==> config.mk <==
export PLATFORM = sky130hd
export DESIGN_NAME = calc_entry_controller
export DESIGN_NICKNAME = d
export VERILOG_FILES = /design/src/rtl/calc_entry_controller.sv
export SDC_FILE = /design/constraint.sdc
export NUM_CORES = 1
export LEC_CHECK = 0
export CAP_MARGIN = 10
export CORE_ASPECT_RATIO = 0.75
export CORE_MARGIN = 10
export CORE_UTILIZATION = 55
export CTS_CLUSTER_DIAMETER = 60
export DETAILED_ROUTE_END_ITERATION = 6
export HOLD_SLACK_MARGIN = 0.02
export PLACE_DENSITY = 0.81
export SYNTH_ARGS = -nofsm -noshare
export SYNTH_HDL_FRONTEND = slang
export SYNTH_SLANG_ARGS = --single-unit
export TNS_END_PERCENT = 10
==> constraint.sdc <==
create_clock -name clk -period 4 [get_ports clk]
set_input_delay 0.8 -clock clk [delete_from_list [all_inputs] [get_ports clk]]
set_output_delay 0.8 -clock clk [all_outputs]
set_load 0.005 [all_outputs]
==> src/rtl/calc_entry_controller.sv <==
// Calculator entry controller: builds two signed 3-digit BCD operands from keypad
// events, launches the arithmetic unit, and selects what the display shows.
module calc_entry_controller #(
  parameter int TIMEOUT_CYCLES = 1023,
  parameter int TIMER_W        = 10
) (
  input  logic        clk,
  input  logic        reset,
  input  logic        keyValid,
  input  logic [3:0]  keyCode,
  input  logic        aluDone,
  output logic        aluStart,
  output logic [1:0]  opSel,
  output logic [1:0]  stateEncoder,
  output logic [12:0] operand1,
  output logic [12:0] operand2,
  output logic        busy,
  output logic        errorFlag
);

  typedef enum logic [1:0] {ENTER1, ENTER2, CALC, RESULT} state_t;

  localparam logic [3:0] KEY_EQ   = 4'd13;
  localparam logic [3:0] KEY_SIGN = 4'd14;
  localparam logic [3:0] KEY_CLR  = 4'd15;

  state_t             state_q, state_d;
  logic [12:0]        op1_q, op1_d, op2_q, op2_d;
  logic [1:0]         cnt1_q, cnt1_d, cnt2_q, cnt2_d;
  logic [1:0]         opSel_q, opSel_d;
  logic [1:0]         stateEnc_q, stateEnc_d;
  logic               aluStart_q, aluStart_d;
  logic               busy_q, busy_d;
  logic               err_q, err_d;
  logic [TIMER_W-1:0] timer_q, timer_d;

  logic        isDigit, isOper;
  logic [14:0] dig1, dig2, digFresh;

  // Returns {count, operand}; full operands and leading zeros leave it unchanged.
  function automatic logic [14:0] appendDigit(input logic [12:0] op, input logic [1:0] cnt,
                                              input logic [3:0] d);
    if (cnt == 2'd3 || (op[11:0] == 12'd0 && d == 4'd0)) return {cnt, op};
    return {cnt + 2'd1, op[12], op[7:0], d};
  endfunction

  assign isDigit  = (keyCode <= 4'd9);
  assign isOper   = (keyCode >= 4'd10) && (keyCode <= 4'd12);
  assign dig1     = appendDigit(op1_q, cnt1_q, keyCode);
  assign dig2     = appendDigit(op2_q, cnt2_q, keyCode);
  assign digFresh = appendDigit(13'd0, 2'd0, keyCode);

  always_comb begin
    state_d    = state_q;
    op1_d      = op1_q;
    op2_d      = op2_q;
    cnt1_d     = cnt1_q;
    cnt2_d     = cnt2_q;
    opSel_d    = opSel_q;
    aluStart_d = 1'b0;
    err_d      = err_q;
    timer_d    = timer_q;

    if (keyValid) err_d = 1'b0;

    if (keyValid && keyCode == KEY_CLR) begin
      state_d = ENTER1;
      op1_d   = 13'd0;
      op2_d   = 13'd0;
      cnt1_d  = 2'd0;
      cnt2_d  = 2'd0;
      opSel_d = 2'd0;
      err_d   = 1'b0;
    end else begin
      case (state_q)
        ENTER1: begin
          if (keyValid) begin
            if (isDigit) begin
              {cnt1_d, op1_d} = dig1;
            end else if (keyCode == KEY_SIGN) begin
              op1_d[12] = ~op1_q[12];
            end else if (isOper) begin
              // keyCode 10/11/12 low bits 10/11/00 plus 2 wrap to 00/01/10
              opSel_d = keyCode[1:0] + 2'd2;
              op2_d   = 13'd0;
              cnt2_d  = 2'd0;
              state_d = ENTER2;
            end
          end
        end
        ENTER2: begin
          if (keyValid) begin
            if (isDigit) begin
              {cnt2_d, op2_d} = dig2;
            end else if (keyCode == KEY_SIGN) begin
              op2_d[12] = ~op2_q[12];
            end else if (isOper) begin
              if (cnt2_q == 2'd0) opSel_d = keyCode[1:0] + 2'd2;
            end else if (keyCode == KEY_EQ) begin
              aluStart_d = 1'b1;
              timer_d    = '0;
              state_d    = CALC;
            end
          end
        end
        CALC: begin
          if (aluDone) begin
            state_d = RESULT;
          end else if (timer_q == TIMER_W'(TIMEOUT_CYCLES - 1)) begin
            state_d = ENTER2;
            err_d   = 1'b1;
          end else begin
            timer_d = timer_q + 1'b1;
          end
        end
        RESULT: begin
          if (keyValid && isDigit) begin
            {cnt1_d, op1_d} = digFresh;
            op2_d   = 13'd0;
            cnt2_d  = 2'd0;
            state_d = ENTER1;
          end
        end
        default: state_d = ENTER1;
      endcase
    end

    busy_d = (state_d == CALC);
    case (state_d)
      ENTER1:  stateEnc_d = 2'b01;
      RESULT:  stateEnc_d = 2'b11;
      default: stateEnc_d = 2'b10;
    endcase
  end

  always_ff @(posedge clk or posedge reset) begin
    if (reset) begin
      state_q    <= ENTER1;
      op1_q      <= 13'd0;
      op2_q      <= 13'd0;
      cnt1_q     <= 2'd0;
      cnt2_q     <= 2'd0;
      opSel_q    <= 2'd0;
      stateEnc_q <= 2'b01;
      aluStart_q <= 1'b0;
      busy_q     <= 1'b0;
      err_q      <= 1'b0;
      timer_q    <= '0;
    end else begin
      state_q    <= state_d;
      op1_q      <= op1_d;
      op2_q      <= op2_d;
      cnt1_q     <= cnt1_d;
      cnt2_q     <= cnt2_d;
      opSel_q    <= opSel_d;
      stateEnc_q <= stateEnc_d;
      aluStart_q <= aluStart_d;
      busy_q     <= busy_d;
      err_q      <= err_d;
      timer_q    <= timer_d;
    end
  end

  assign aluStart     = aluStart_q;
  assign opSel        = opSel_q;
  assign stateEncoder = stateEnc_q;
  assign operand1     = op1_q;
  assign operand2     = op2_q;
  assign busy         = busy_q;
  assign errorFlag    = err_q;

endmodule

* Yosys cells after proc, flatten, opt, wreduce, memory -nomap -nowiden
Index checks and enable logic that the tools add are counted.
Storage, ports and cells: input bits 8, word-level logic and storage cells 169, flip-flop bits (word level) 49, output and inout bits 33
Operators by class: magnitude comparators 3, reductions and logical operators 23, multiplexer cells 85, bitwise operators 3, equal/unequal tests 38, $add $sub $neg 4
Operator list (number):
- 13-bit 2-to-1 mux | 10
- 10-bit 2-to-1 mux | 7
- 2-bit 2-to-1 mux | 35
- 15-bit 2-to-1 mux | 4
- 13-bit case mux with 3 select lines | 1
- 3-bit != test, second input constant | 12
- 4-bit != test, second input constant | 8
- 13-bit case mux with 2 select lines | 1
- 12-bit logical NOT | 2
- 12-bit 2-to-1 mux | 2
- 10-bit case mux with 2 select lines | 1
- 10-bit AND reduction | 2
- 1-bit 2-to-1 mux | 19
- 9-bit AND reduction | 2
- 2-bit != test, second input constant | 7
- 2-bit equality test, second input constant | 6
- 4-bit equality test, second input constant | 3
- 2-bit case mux with 2 select lines | 3
- 10-bit by 1-bit adder with 10-bit output, second input constant | 1
- 10-bit equality test, second input constant | 1
- 4-bit <= comparator, second input constant | 2
- 2-bit case mux with 4 select lines | 1
- 2-bit logical NOT | 3
- 2-bit case mux with 3 select lines | 1
- 13 further kinds | 22

* Depth between registers and ports, before layout
Gate-level depths: netlist of the first run.
depth after elaboration 10, gate-level depth with buffers 9, depth with buffers taken out 9

* Worst setup path before layout of the first run
OpenSTA, ideal clock, no wires.
path type input to register, start in keyCode[2], end reg stateEnc_q[0], in the netlist stateEncoder[0], arrival 2245 ps, data required time 3942 ps, stages 7, setup slack 1697 ps, path buffers 1, setup time 58 ps, cell sequence buf_2 -> or3b_2 -> a21oi_1 -> or3_1 -> o311ai_0 -> ha_1 -> inv_1
On the way: word-level cells in the longest chain between the ends 10, elaborated cells on any way between the ends 24, those cells by class order compare: 3; eq/ne: 4; mux: 13; reduce/logical: 4
RTL lines:
- from (decl) | line 10 | input logic [3:0] keyCode,
- 4-bit >= comparator (tied with other cells) | line 48 | assign isOper = (keyCode >= 4'd10) && (keyCode <= 4'd12);
- 1-bit logical AND or 2-bit 2-to-1 mux (tied branches) | line 48, 99
- 2-bit 2-to-1 mux (on tied branches) | line 97, 82
- 2-bit 2-to-1 mux (on tied branches) | line 95, 80
- 2-bit 2-to-1 mux (on tied branches) | line 93, 78
- 2-bit 2-to-1 mux (on tied branches) | line 92, 77
- 2-bit case mux with 4 select lines | line 75 | case (state_q)
- 2-bit 2-to-1 mux (*) | line 66 | if (keyValid && keyCode == KEY_CLR) begin
- 2-bit equality test or 2-bit logical NOT (tied branches) | line 129 | case (state_d)
- 2-bit case mux with 2 select lines (*) | line 129
- net stateEnc_d[0] | line 31 | logic [1:0] stateEnc_q, stateEnc_d;
- to (signal assigned) | line 156 | stateEnc_q <= stateEnc_d;
- to (decl) | line 31
The timed path passes the listed nets; every way through them passes the cells marked *. A chain may end at the register's enable or synchronous reset.

* Final worst setup path of the first run
start in keyCode[1], end reg op1_q[7], in the netlist operand1[7]
On the way: word-level cells in the longest chain between the ends 6, elaborated cells on any way between the ends 19, those cells by class order compare: 1; eq/ne: 5; mux: 6; reduce/logical: 7
RTL lines:
- parallel branches: the longest is 6 deep, another holds 4-bit <= comparator
- to (signal assigned) | line 151 | op1_q <= op1_d;
- to (decl) | line 28 | logic [12:0] op1_q, op1_d, op2_q, op2_d;
Several ways; the timed one is not identified. The select of a mux whose other input is x is not followed.

==> metrics.md, run 1 <==
| Metric | Value |
|---|---|
| Status | completed |
| Sinks on Clock Net | a little under 50 |
| Fmax | 314 MHz |
| H-tree depth | 2 |
| Vias | around 2200 |
| Die height | 81.3 um |
| Layout cell share with drive strength beyond 1 | 0.0935 |
| Most frequent cells in the layout | 48 x dfrtp_1, 40 x clkdlybuf4s50_1, 38 x nand2_1 |
| RSZ-0062 raised after global routing | false |
| RD Place Congestion | 0.831 |
| Routed WL | just over 6000 um |
| Core Box Area | 4870 um^2 |
| Vias per cell | 5.65 |
| DR iter-0 viols | between 200 and 300 |
| Crit Path Category | input pin to register |
| Drc violations | 0 |
| Hold WC Path Type | register to register |
| FP Rows | 22 |
| Cts hold-fix bufs | 0 |
| Root Driver | clkbuf_8 |
| Max Cap Violations | 0 |
| First-pass GRT wire length | 10400 um |
| CP endpoint kind | register |
| # Post-CTS Setup Buffers | 0 |
| # setup viols final | 0 |
| Cells after Synth | 281 |
| Slew HR | 0.341 |
| Routed wire per std cell | between 15 and 20 um |
| Number of port buffers | 40 |
| Num CTS Buffers | 5 |
| Min Clock Period, post-route | ~3.2 ns |
| Pwr Total | roughly 2.1 mW |
| Vias in the first global route | ~2100 |
| Clk_lat worst skew | about 0.3 ns |
| Ant diodes | 0 |
| Register bit count reported by yosys | between 40 and 50 |
| Crit Path Max Fanout | 16 |
| Clk buf depth | 2 |
| Clk_skew | between 0.007 and 0.008 ns |
| Netlist cell types | between 50 and 60 |
| CTS resizes | 0 |
| PwrDens | around 630 nW/um^2 |
| Final Hold Fails | 0 |
| Drt pass-1 iters | 4 |
| Initial antenna violation count | 0 |
| Critical Path Source Type | input pin |
| Remaining antenna violation count after routing | 0 |
| Async set-or-reset flop fraction in the synthesized netlist | 1.00 |
| Pleak | 1.47 nW |
| Worst-Margin Slew | ~0.99 ns |
| Number of synthesized flops with an enable pin | 0 |
| Largest net degree at the start of global routing | 50 |
| Most common cell after layout, fill and taps aside | dfrtp_1 |
| Worst vdd ir | approximately 0.43 mV |
| Die ar. | just over 8000 um^2 |
| TritonCTS clock tree | yes |
| Multi-input logic area | around 1300 um^2 |
| DP HPWL | between 4000 and 5000 um |
| Die W | slightly above 100 um |
| Total grt overflow | 0 |
| Setup TNS | 0 ns |
| Worst endpoint required time | around 4.2 ns |
| Register area | roughly 1200 um^2 |
| Syn Nets | 300 |
| Final-stage net count | about 340 |
| Global Route Usage Sum | 0.155 |
| Fill cells | 380 |
| Worst-path clk slew | approximately 0.090 ns |
| Synth Cell Area | 2760 um^2 |
| Area grow syn2layout | 19.0% |
| Starting density of the core | 0.565 |
| Synth warnings | 0 |
| Arr. time, crit path | around 3.4 ns |
| Slew Limit Fails | 0 |
| Sequential area share after synthesis | 0.446 |
| Post-route clock period utilization | 0.796 |
| Mapped Avg Cell Area | between 9 and 10 um^2 |
| Main synth FF type | dfrtp_1 |
| Ports | 41 |
==> power by group <==
group	internal, mW	switching [mW]	leakage [nW]
logic	0.515	0.460	0.792
registers	0.664	0.144	0.631
clock network	0.140	0.160	0.0512
==> Yosys cell counts, types with 2 or more instances <==
cell type,instances,share of area
inv_1,34,0.046
nor2_1,16,0.022
nand3_1,5,0.0091
and2_1,3,0.0068
buf_2,2,0.0036
and4_1,2,0.0064
a32o_1,3,0.011
nand2b_1,4,0.0091
o31ai_1,2,0.0054
nor4_1,15,0.034
a211oi_1,2,0.0054
dfrtp_1,48,0.44
a21oi_1,6,0.011
mux2_2,5,0.020
nand2_1,38,0.052
mux2i_1,23,0.084
xnor2_1,8,0.025
o21ai_0,4,0.0073
nor3_1,6,0.011
ha_1,11,0.050
buf_6,4,0.016
clkbuf_1,6,0.0082
mux2_1,2,0.0082
nand4_1,4,0.0091
a311oi_1,2,0.0064
==> critical path, stage by stage <==
cell,delay [ns]
clkdlybuf4s50_1,0.70
nor4_1,0.63
nand4_1,0.14
and4b_1,0.25
o21ai_4,0.45
mux2_2,0.40
==> metal layers <==
metal,GRT usage,up-vias,share of wire
met3,0.0424,7,0.064
met5,0,-,0
met4,0.0513,0,0.012
met2,0.250,58,0.46
li1,-,1043,-
met1,0.198,1045,0.46
==> logic make-up (layout without fill, tap and decap cells) <==
logic type	Yosys count	count (layout)	synth area share
compound gates	33	33	0.0981
simple gates	103	103	0.192
xor+xnor	8	8	0.0254
flops	49	49	0.446
fa+ha+maj	11	11	0.0500
buf+inv	47	87	0.0772
mux	30	30	0.112
==> worst paths after layout <==
path | from | to | slack (ns) | cells past startpoint
worst max-delay path | keyCode[1] | operand1[7] | 0.82 | 6
worst min-delay path | opSel[1] | opSel[1] | 0.49 | 2
worst max register to register | state_q[0] | operand2[3] | 1.36 | 8
worst min register to register | opSel[1] | opSel[1] | 0.49 | 2
max in group asynchronous | reset | timer_q[7] | 2.34 | 2
min in group asynchronous | reset | timer_q[0] | 1.04 | 2
==> metrics by stage <==
stage          instances  utilization  setup WS [ns]  hold WS [ns]  instance area, um^2
2_1_floorplan        281            -           1.70         0.473                 2760
3_3_place_gp         373        0.653          0.692         0.463                 3180
3_5_place_dp         373        0.653          0.536         0.473                 3180
4_1_cts              381        0.673          0.846         0.494                 3280
5_1_grt              381        0.673          0.612         0.551                 3280
6_report             381        0.673          0.815         0.489                 3280
==> registers in the layout, summed over array words and instances (netlist names), 2 cells and up <==
register / flops
cnt1_q: 2
cnt2_q: 2
opSel: 2
operand1: 13
operand2: 13
stateEncoder: 2
state_q: 2
timer_q: 10
==> area by class of cell <==
class,instances,share of cell area
clock buffer,6,0.0252
clock inverter,2,0.00420
inverter,34,0.0389
multi-input combinational,185,0.401
sequential,49,0.374
tap,60,0.0229
timing repair buffer,45,0.134
No activity file was read; power rests on OpenSTA's default activity.
==> inputs of run 2 (changes only) <==
--- a/config.mk
+++ b/config.mk
@@ -8,11 +8,11 @@
 export CAP_MARGIN = 10
 export CORE_ASPECT_RATIO = 0.75
 export CORE_MARGIN = 10
-export CORE_UTILIZATION = 55
+export CORE_UTILIZATION = 54
 export CTS_CLUSTER_DIAMETER = 60
 export DETAILED_ROUTE_END_ITERATION = 6
 export HOLD_SLACK_MARGIN = 0.02
-export PLACE_DENSITY = 0.81
+export PLACE_DENSITY = 0.8
 export SYNTH_ARGS = -nofsm -noshare
 export SYNTH_HDL_FRONTEND = slang
 export SYNTH_SLANG_ARGS = --single-unit
==> constraint.sdc (replaced) <==
create_clock -name clk -period 3.3 [get_ports clk]
set_input_delay 0.66 -clock clk [delete_from_list [all_inputs] [get_ports clk]]
set_output_delay 0.66 -clock clk [all_outputs]
set_load 0.005 [all_outputs]
==> run 2 against run 1 <==
Compared with the run above:
- non-clock buffer count increased by 4
- hold slack improved by 0.023 ns
- sequential power increased by 21%
- die area increased by 1.4%
- via count increased by 1.9%
- register-to-register slack got worse by 0.49 ns
- power increased by 22%
- wire length increased by 5.5%
==> metrics.md, run 2 (synthesis gave the netlist of run 1 again) <==
| Metric | Value |
|---|---|
| # setup viols final | 0 |
| Multi-input logic area | 1320 um^2 |
| Hold WC Path Type | register to register |
| Pleak | 1.49 nW |
| Routed wire per std cell | between 15 and 20 um |
| Final-stage net count | approximately 340 |
| Vias per cell | 5.70 |
| Worst vdd ir | 0.422 mV |
| Die height | between 80 and 90 um |
| Top delay family on crit path | buffers and inverters |
| Hold Path End | opSel[1] |
| Worst-Margin Slew | 0.844 ns |
| Reg-to-reg setup timing slack | just under 0.9 ns |
| Register area | ~1200 um^2 |
| Initial antenna violation count | 0 |
| Core Box Area | roughly 5000 um^2 |
| Sequential share of power | 0.385 |
| DR iter-0 viols | 214 |
| Clk buf depth | 2 |
| Worst r2r path cells | 8 |
| CTS resizes | 0 |
| CP Buf/Inv Count | 2 |
| Worst endpoint required time | 3.53 ns |
| Crit-path cells | clkdlybuf4s50_1 -> and4bb_1 -> a311oi_1 -> nor4_2 -> a21boi_4 -> buf_4 -> mux2i_1 |
| Remaining antenna violation count after routing | 0 |
| Num CTS Buffers | 5 |
| Die W | slightly above 100 um |
| FP Rows | 22 |
| Fmax | around 360 MHz |
| Slowest stage cell, crit path | clkdlybuf4s50_1 |
| Area grow syn2layout | 20.0% |
| Arr. time, crit path | slightly below 3 ns |
| Comb pwr share | 0.470 |
| Status | completed |
| Int Pwr | roughly 1.6 mW |
| Total grt overflow | 0 |
| Die ar. | between 8000 and 9000 um^2 |
| Min Clock Period, post-route | around 2.8 ns |
| Crit path largest cell delay | 0.69 ns |
| PwrDens | slightly below 800 nW/um^2 |
| Psw | ~940 uW |
| Setup TNS | 0 ns |
| Layout Cells excl Fill | 385 |
| Crit Path Category | input pin to register |
| Fill cells | 400 |
| Worst-path clk slew | 0.10 ns |
| Vias in the first global route | around 2200 |
| Drc violations | 0 |
| Clk_skew | 0.0131 ns |
| RD Place Congestion | around 0.88 |
| H-tree depth | 2 |
| Sinks on Clock Net | 49 |
| Net Sw Frac | 0.368 |
| Placed cells | 377 |
| Crit Path Max Fanout | 16 |
| Root Driver | clkbuf_8 |
| Slew HR | 0.437 |
| Vias | around 2200 |
| TritonCTS clock tree | yes |
| Most common cell after layout, fill and taps aside | dfrtp_1 |
| Clk pwr share | 0.145 |
| Largest net degree at the start of global routing | 27 |
| Starting density of the core | 0.559 |
| Worst R2R End | operand2[7] |
| Final Hold Fails | 0 |
| Max Cap Violations | 0 |
| Worst reg2reg path startpoint | state_q[0] |
| # Post-CTS Setup Buffers | 0 |
| Routed WL | approximately 6400 um |
| Clk_lat worst skew | around 0.31 ns |
| First-pass GRT wire length | around 11000 um |
| Number of port buffers | 40 |
| Most frequent cells in the layout | 48 x dfrtp_1, 40 x clkdlybuf4s50_1, 38 x nand2_1 |
| RSZ-0062 raised after global routing | false |
| Ant diodes | 0 |
| Slew Limit Fails | 0 |
| DP HPWL | roughly 4800 um |
| Worst hold path startpoint | opSel[1] |
| Cts hold-fix bufs | 0 |
| Worst Hold Depth | 2 |
| CP endpoint kind | register |
| Ports | between 40 and 50 |
| Post-route clock period utilization | 0.835 |
| Global Route Usage Sum | 0.165 |
| Drt pass-1 iters | 5 |
| Critical Path Source Type | input pin |
| Layout cell share with drive strength beyond 1 | 0.102 |
-- run 2: cell count changes in the layout (fill, tap and decap cells not counted), sizes merged --
cell      change
clkinv        -2
buf           +4
clkbuf        +1
clkinvlp      +1
-- run 2: worst max path at each step --
stage	from	end	cells after the start
floorplan	keyCode[2]	stateEncoder[0]	7
global route	keyCode[1]	stateEncoder[0]	8
global placement	keyCode[1]	operand2[3]	7
finish	keyCode[1]	operand2[7]	7
CTS	keyCode[1]	operand2[7]	7
detailed placement	keyCode[1]	stateEncoder[0]	8
-- run 2: power groups by stage --
stage | combinational [mW] | clock (mW) | sequential [mW]
global route | 1.34 | 0.407 | 1.01
CTS | 1.22 | 0.378 | 0.981
floorplan | 0.679 | 0 | 0.970
global placement | 1.17 | 0 | 0.986
finish | 1.20 | 0.368 | 0.980
detailed placement | 1.21 | 0 | 0.990
-- run 2: worst min-delay path: cells and delay by family (launching register included) --
kind	cells	cell delay [ns]
and+or+nand+nor	1	0.06
DFF	1	0.36
AOI/OAI and AO/OA	1	0.06
-- run 2: layout make-up --
cell class / count / share of cell area
sequential: 49 / 0.371
clock inverter: 1 / 0.00227
inverter: 34 / 0.0386
multi-input combinational: 185 / 0.398
clock buffer: 7 / 0.0261
tap: 60 / 0.0227
timing repair buffer: 49 / 0.142
-- run 2: per-layer routing --
| layer | up-vias | GRT usage | share of wire |
|---|---|---|---|
| li1 | 1064 | - | - |
| met1 | 1052 | 0.223 | 0.46 |
| met2 | 73 | 0.249 | 0.45 |
| met3 | 5 | 0.0512 | 0.078 |
| met4 | 0 | 0.0506 | 0.0095 |
| met5 | - | 0 | 0 |
-- run 2: through the flow --
stage                     utilization  hold WS, ns  worst slack, ns  total power [mW]  cell area (um^2)
after floorplan                     -        0.473             1.14              1.65              2760
after global placement          0.652        0.466            0.313              2.16              3210
after detailed placement        0.652        0.491            0.255              2.20              3210
after CTS                       0.671        0.513            0.567              2.57              3310
after global routing            0.671        0.537            0.246              2.75              3310
final                           0.671        0.513            0.545              2.55              3310
==> inputs of run 3 (changes only) <==
--- a/config.mk
+++ b/config.mk
@@ -8,11 +8,11 @@
 export CAP_MARGIN = 10
 export CORE_ASPECT_RATIO = 0.75
 export CORE_MARGIN = 10
-export CORE_UTILIZATION = 54
+export CORE_UTILIZATION = 49
 export CTS_CLUSTER_DIAMETER = 60
 export DETAILED_ROUTE_END_ITERATION = 6
 export HOLD_SLACK_MARGIN = 0.02
-export PLACE_DENSITY = 0.8
+export PLACE_DENSITY = 0.76
 export SYNTH_ARGS = -nofsm -noshare
 export SYNTH_HDL_FRONTEND = slang
 export SYNTH_SLANG_ARGS = --single-unit
==> constraint.sdc (replaced) <==
create_clock -name clk -period 2.49 [get_ports clk]
set_input_delay 0.498 -clock clk [delete_from_list [all_inputs] [get_ports clk]]
set_output_delay 0.498 -clock clk [all_outputs]
set_load 0.005 [all_outputs]
==> run 3 against run 2 <==
Compared with the run above:
- clock-buffer cell count decreased by 2
- via count grew 4.0%
- critical path depth rose by 1
- clock power grew 52%
- critical endpoint is now stateEncoder[0]
==> metrics.md, run 3 (synthesis gave the netlist of run 1 again) <==
| Metric | Value |
|---|---|
| Sequential share of power | 0.368 |
| Ant diodes | 0 |
| TritonCTS clock tree | yes |
| Status | completed |
| Worst r2r path cells | 9 |
| Initial antenna violation count | 0 |
| Total grt overflow | 0 |
| FP Rows | 23 |
| Final Hold Fails | 0 |
| Worst-path clk slew | ~0.090 ns |
| DR iter-0 viols | between 200 and 250 |
| Layout Cells excl Fill | 419 |
| Min Clock Period, post-route | between 2 and 2.5 ns |
| Setup TNS | 0 ns |
| Worst vdd ir | about 0.44 mV |
| Most frequent cells in the layout | 48 x dfrtp_1, 38 x nand2_1, 38 x clkdlybuf4s50_1 |
| Int Pwr | roughly 2.3 mW |
| CP endpoint kind | register |
| CP Buf/Inv Count | 2 |
| Crit Path Category | input pin to register |
| Fmax | between 400 and 500 MHz |
| Die height | 84.9 um |
| # setup viols final | 0 |
| Most common cell after layout, fill and taps aside | dfrtp_1 |
| Critical Path Source Type | input pin |
| Worst R2R End | stateEncoder[0] |
| Crit path largest cell delay | 0.68 ns |
| Crit Path Max Fanout | 8 |
| Starting density of the core | 0.512 |
| Met1 Track Usage GR | 0.204 |
| Max Cap Violations | 0 |
| Net Sw Frac | 0.357 |
| Grt met3 use | 0.0453 |
| Placed cells | 412 |
| Num CTS Buffers | 5 |
| Routed WL | between 6000 and 7000 um |
| Crit path from | keyCode[3] |
| Clk_lat worst skew | roughly 0.31 ns |
| Cts hold-fix bufs | 0 |
| Psw | roughly 1.3 mW |
| Vias in the first global route | around 2200 |
| Top delay family on crit path | buffers and inverters |
| Comb pwr share | 0.474 |
| Arr. time, crit path | 2.61 ns |
| Slew Limit Fails | 0 |
| Placement Setup Slack | -0.293 ns |
| Die W | 107 um |
| Pleak | roughly 1.6 nW |
| Worst endpoint required time | about 2.7 ns |
| Pwr Total | between 3 and 4 mW |
| Crit-path cells | clkdlybuf4s50_1 -> nand4_1 -> nor3_1 -> o21a_1 -> a21oi_1 -> a311o_1 -> ha_1 -> inv_1 |
| Ports | 41 |
| Die ar. | ~9100 um^2 |
| Routed wire per std cell | 15.4 um |
| PwrDens | approximately 1000 nW/um^2 |
| Number of port buffers | 40 |
| Vias | between 2000 and 2500 |
| First-pass GRT wire length | around 11000 um |
| Worst-Margin Slew | just under 0.6 ns |
| Slowest stage cell, crit path | clkdlybuf4s50_1 |
| Remaining antenna violation count after routing | 0 |
| Worst reg2reg path startpoint | state_q[1] |
| GR peak layer | met2 |
| Global Route Usage Sum | 0.146 |
| Slew HR | 0.602 |
| Post-place instance area | roughly 3400 um^2 |
| Drc violations | 0 |
| Reg-to-reg setup timing slack | ~0.17 ns |
| Vias per cell | around 5.4 |
| Fill cells | 440 |
| H-tree depth | 2 |
| Met2 usage | 0.213 |
| RD Place Congestion | between 0.8 and 0.9 |
| Setup ws final | roughly 0.13 ns |
| Worst path depth | 8 |
| Largest net degree at the start of global routing | 31 |
| Post-route clock period utilization | 0.947 |
| Layout cell share with drive strength beyond 1 | 0.157 |
| Crit path to | stateEncoder[0] |
| Root Driver | clkbuf_8 |
| Clk buf depth | 2 |
| Design area | between 3000 and 4000 um^2 |
| Core Box Area | ~5400 um^2 |
| Clk_skew | around 0.011 ns |
| DP HPWL | around 4900 um |
| Hold WC Path Type | register to register |
| Worst hold path startpoint | opSel[1] |
| Drt pass-1 iters | 4 |
| Final-stage net count | around 360 |
| Area grow syn2layout | 27.7% |
| Sinks on Clock Net | 49 |
| Clk pwr share | 0.158 |
-- run 3: changes by cell type in the layout (fill, tap and decap cells not counted), sizes merged --
cell / before / now
buf: 9 / 29
clkbuf: 7 / 5
clkdlybuf4s50: 40 / 38
dlymetal6s2s: 0 / 2
bufinv: 0 / 1
clkinv: 0 / 1
clkinvlp: 1 / 0
-- run 3: metal layers --
metal	vias to the layer above	share of wire
met3	7	0.063
li1	1103	-
met2	55	0.44
met4	0	0.0094
met5	-	0
met1	1116	0.49
-- run 3: power groups by stage --
stage / combinational, mW / sequential [mW] / clock [mW]
after detailed placement: 1.68 / 1.32 / 0
final: 1.67 / 1.30 / 0.560
after floorplan: 0.900 / 1.29 / 0
after global placement: 1.64 / 1.31 / 0
after CTS: 1.69 / 1.30 / 0.566
after global routing: 1.86 / 1.34 / 0.598
-- run 3: worst min path at each step --
| stage | to | slack, ns | cells after the start |
|---|---|---|---|
| global placement | opSel[1] | 0.47 | 2 |
| global route | opSel[1] | 0.52 | 2 |
| finish | opSel[1] | 0.49 | 2 |
| detailed placement | opSel[1] | 0.47 | 2 |
| CTS | opSel[1] | 0.49 | 2 |
| floorplan | opSel[1] | 0.47 | 2 |
-- run 3: layout make-up --
| cell class | count | area (um^2) | area share |
|---|---|---|---|
| flip-flops and latches | 49 | 1230 | 0.349 |
| repair buffers | 69 | 636 | 0.181 |
| multi-input cells | 185 | 1330 | 0.378 |
| well taps | 75 | 93.8 | 0.0267 |
| clock inverters | 2 | 35.0 | 0.00996 |
| inverters | 34 | 128 | 0.0363 |
| clock buffers | 5 | 68.8 | 0.0196 |
-- run 3: metrics by stage --
step,hold slack (ns),util
after floorplan,0.473,-
after global placement,0.470,0.631
after detailed placement,0.474,0.631
after CTS,0.494,0.650
after global routing,0.518,0.654
final,0.488,0.654
-- run 3: repair_timing --
item | CTS | global route
endpoints found under the setup margin | 0 | 23
gates resized for setup | 0 | 5
setup buffers | 0 | 0
endpoints found under the hold margin | 0 | 0
-- run 3: worst register-to-register path: cells and delay by family, from the launching register on --
kind                     cells  cell delay (ns)
AO/OA/AOI/OAI                3             0.55
adder cells (fa/ha/maj)      2             0.61
flip-flops                   1             0.43
buffers and inverters        3             0.31
AND/OR/NAND/NOR              1             0.37
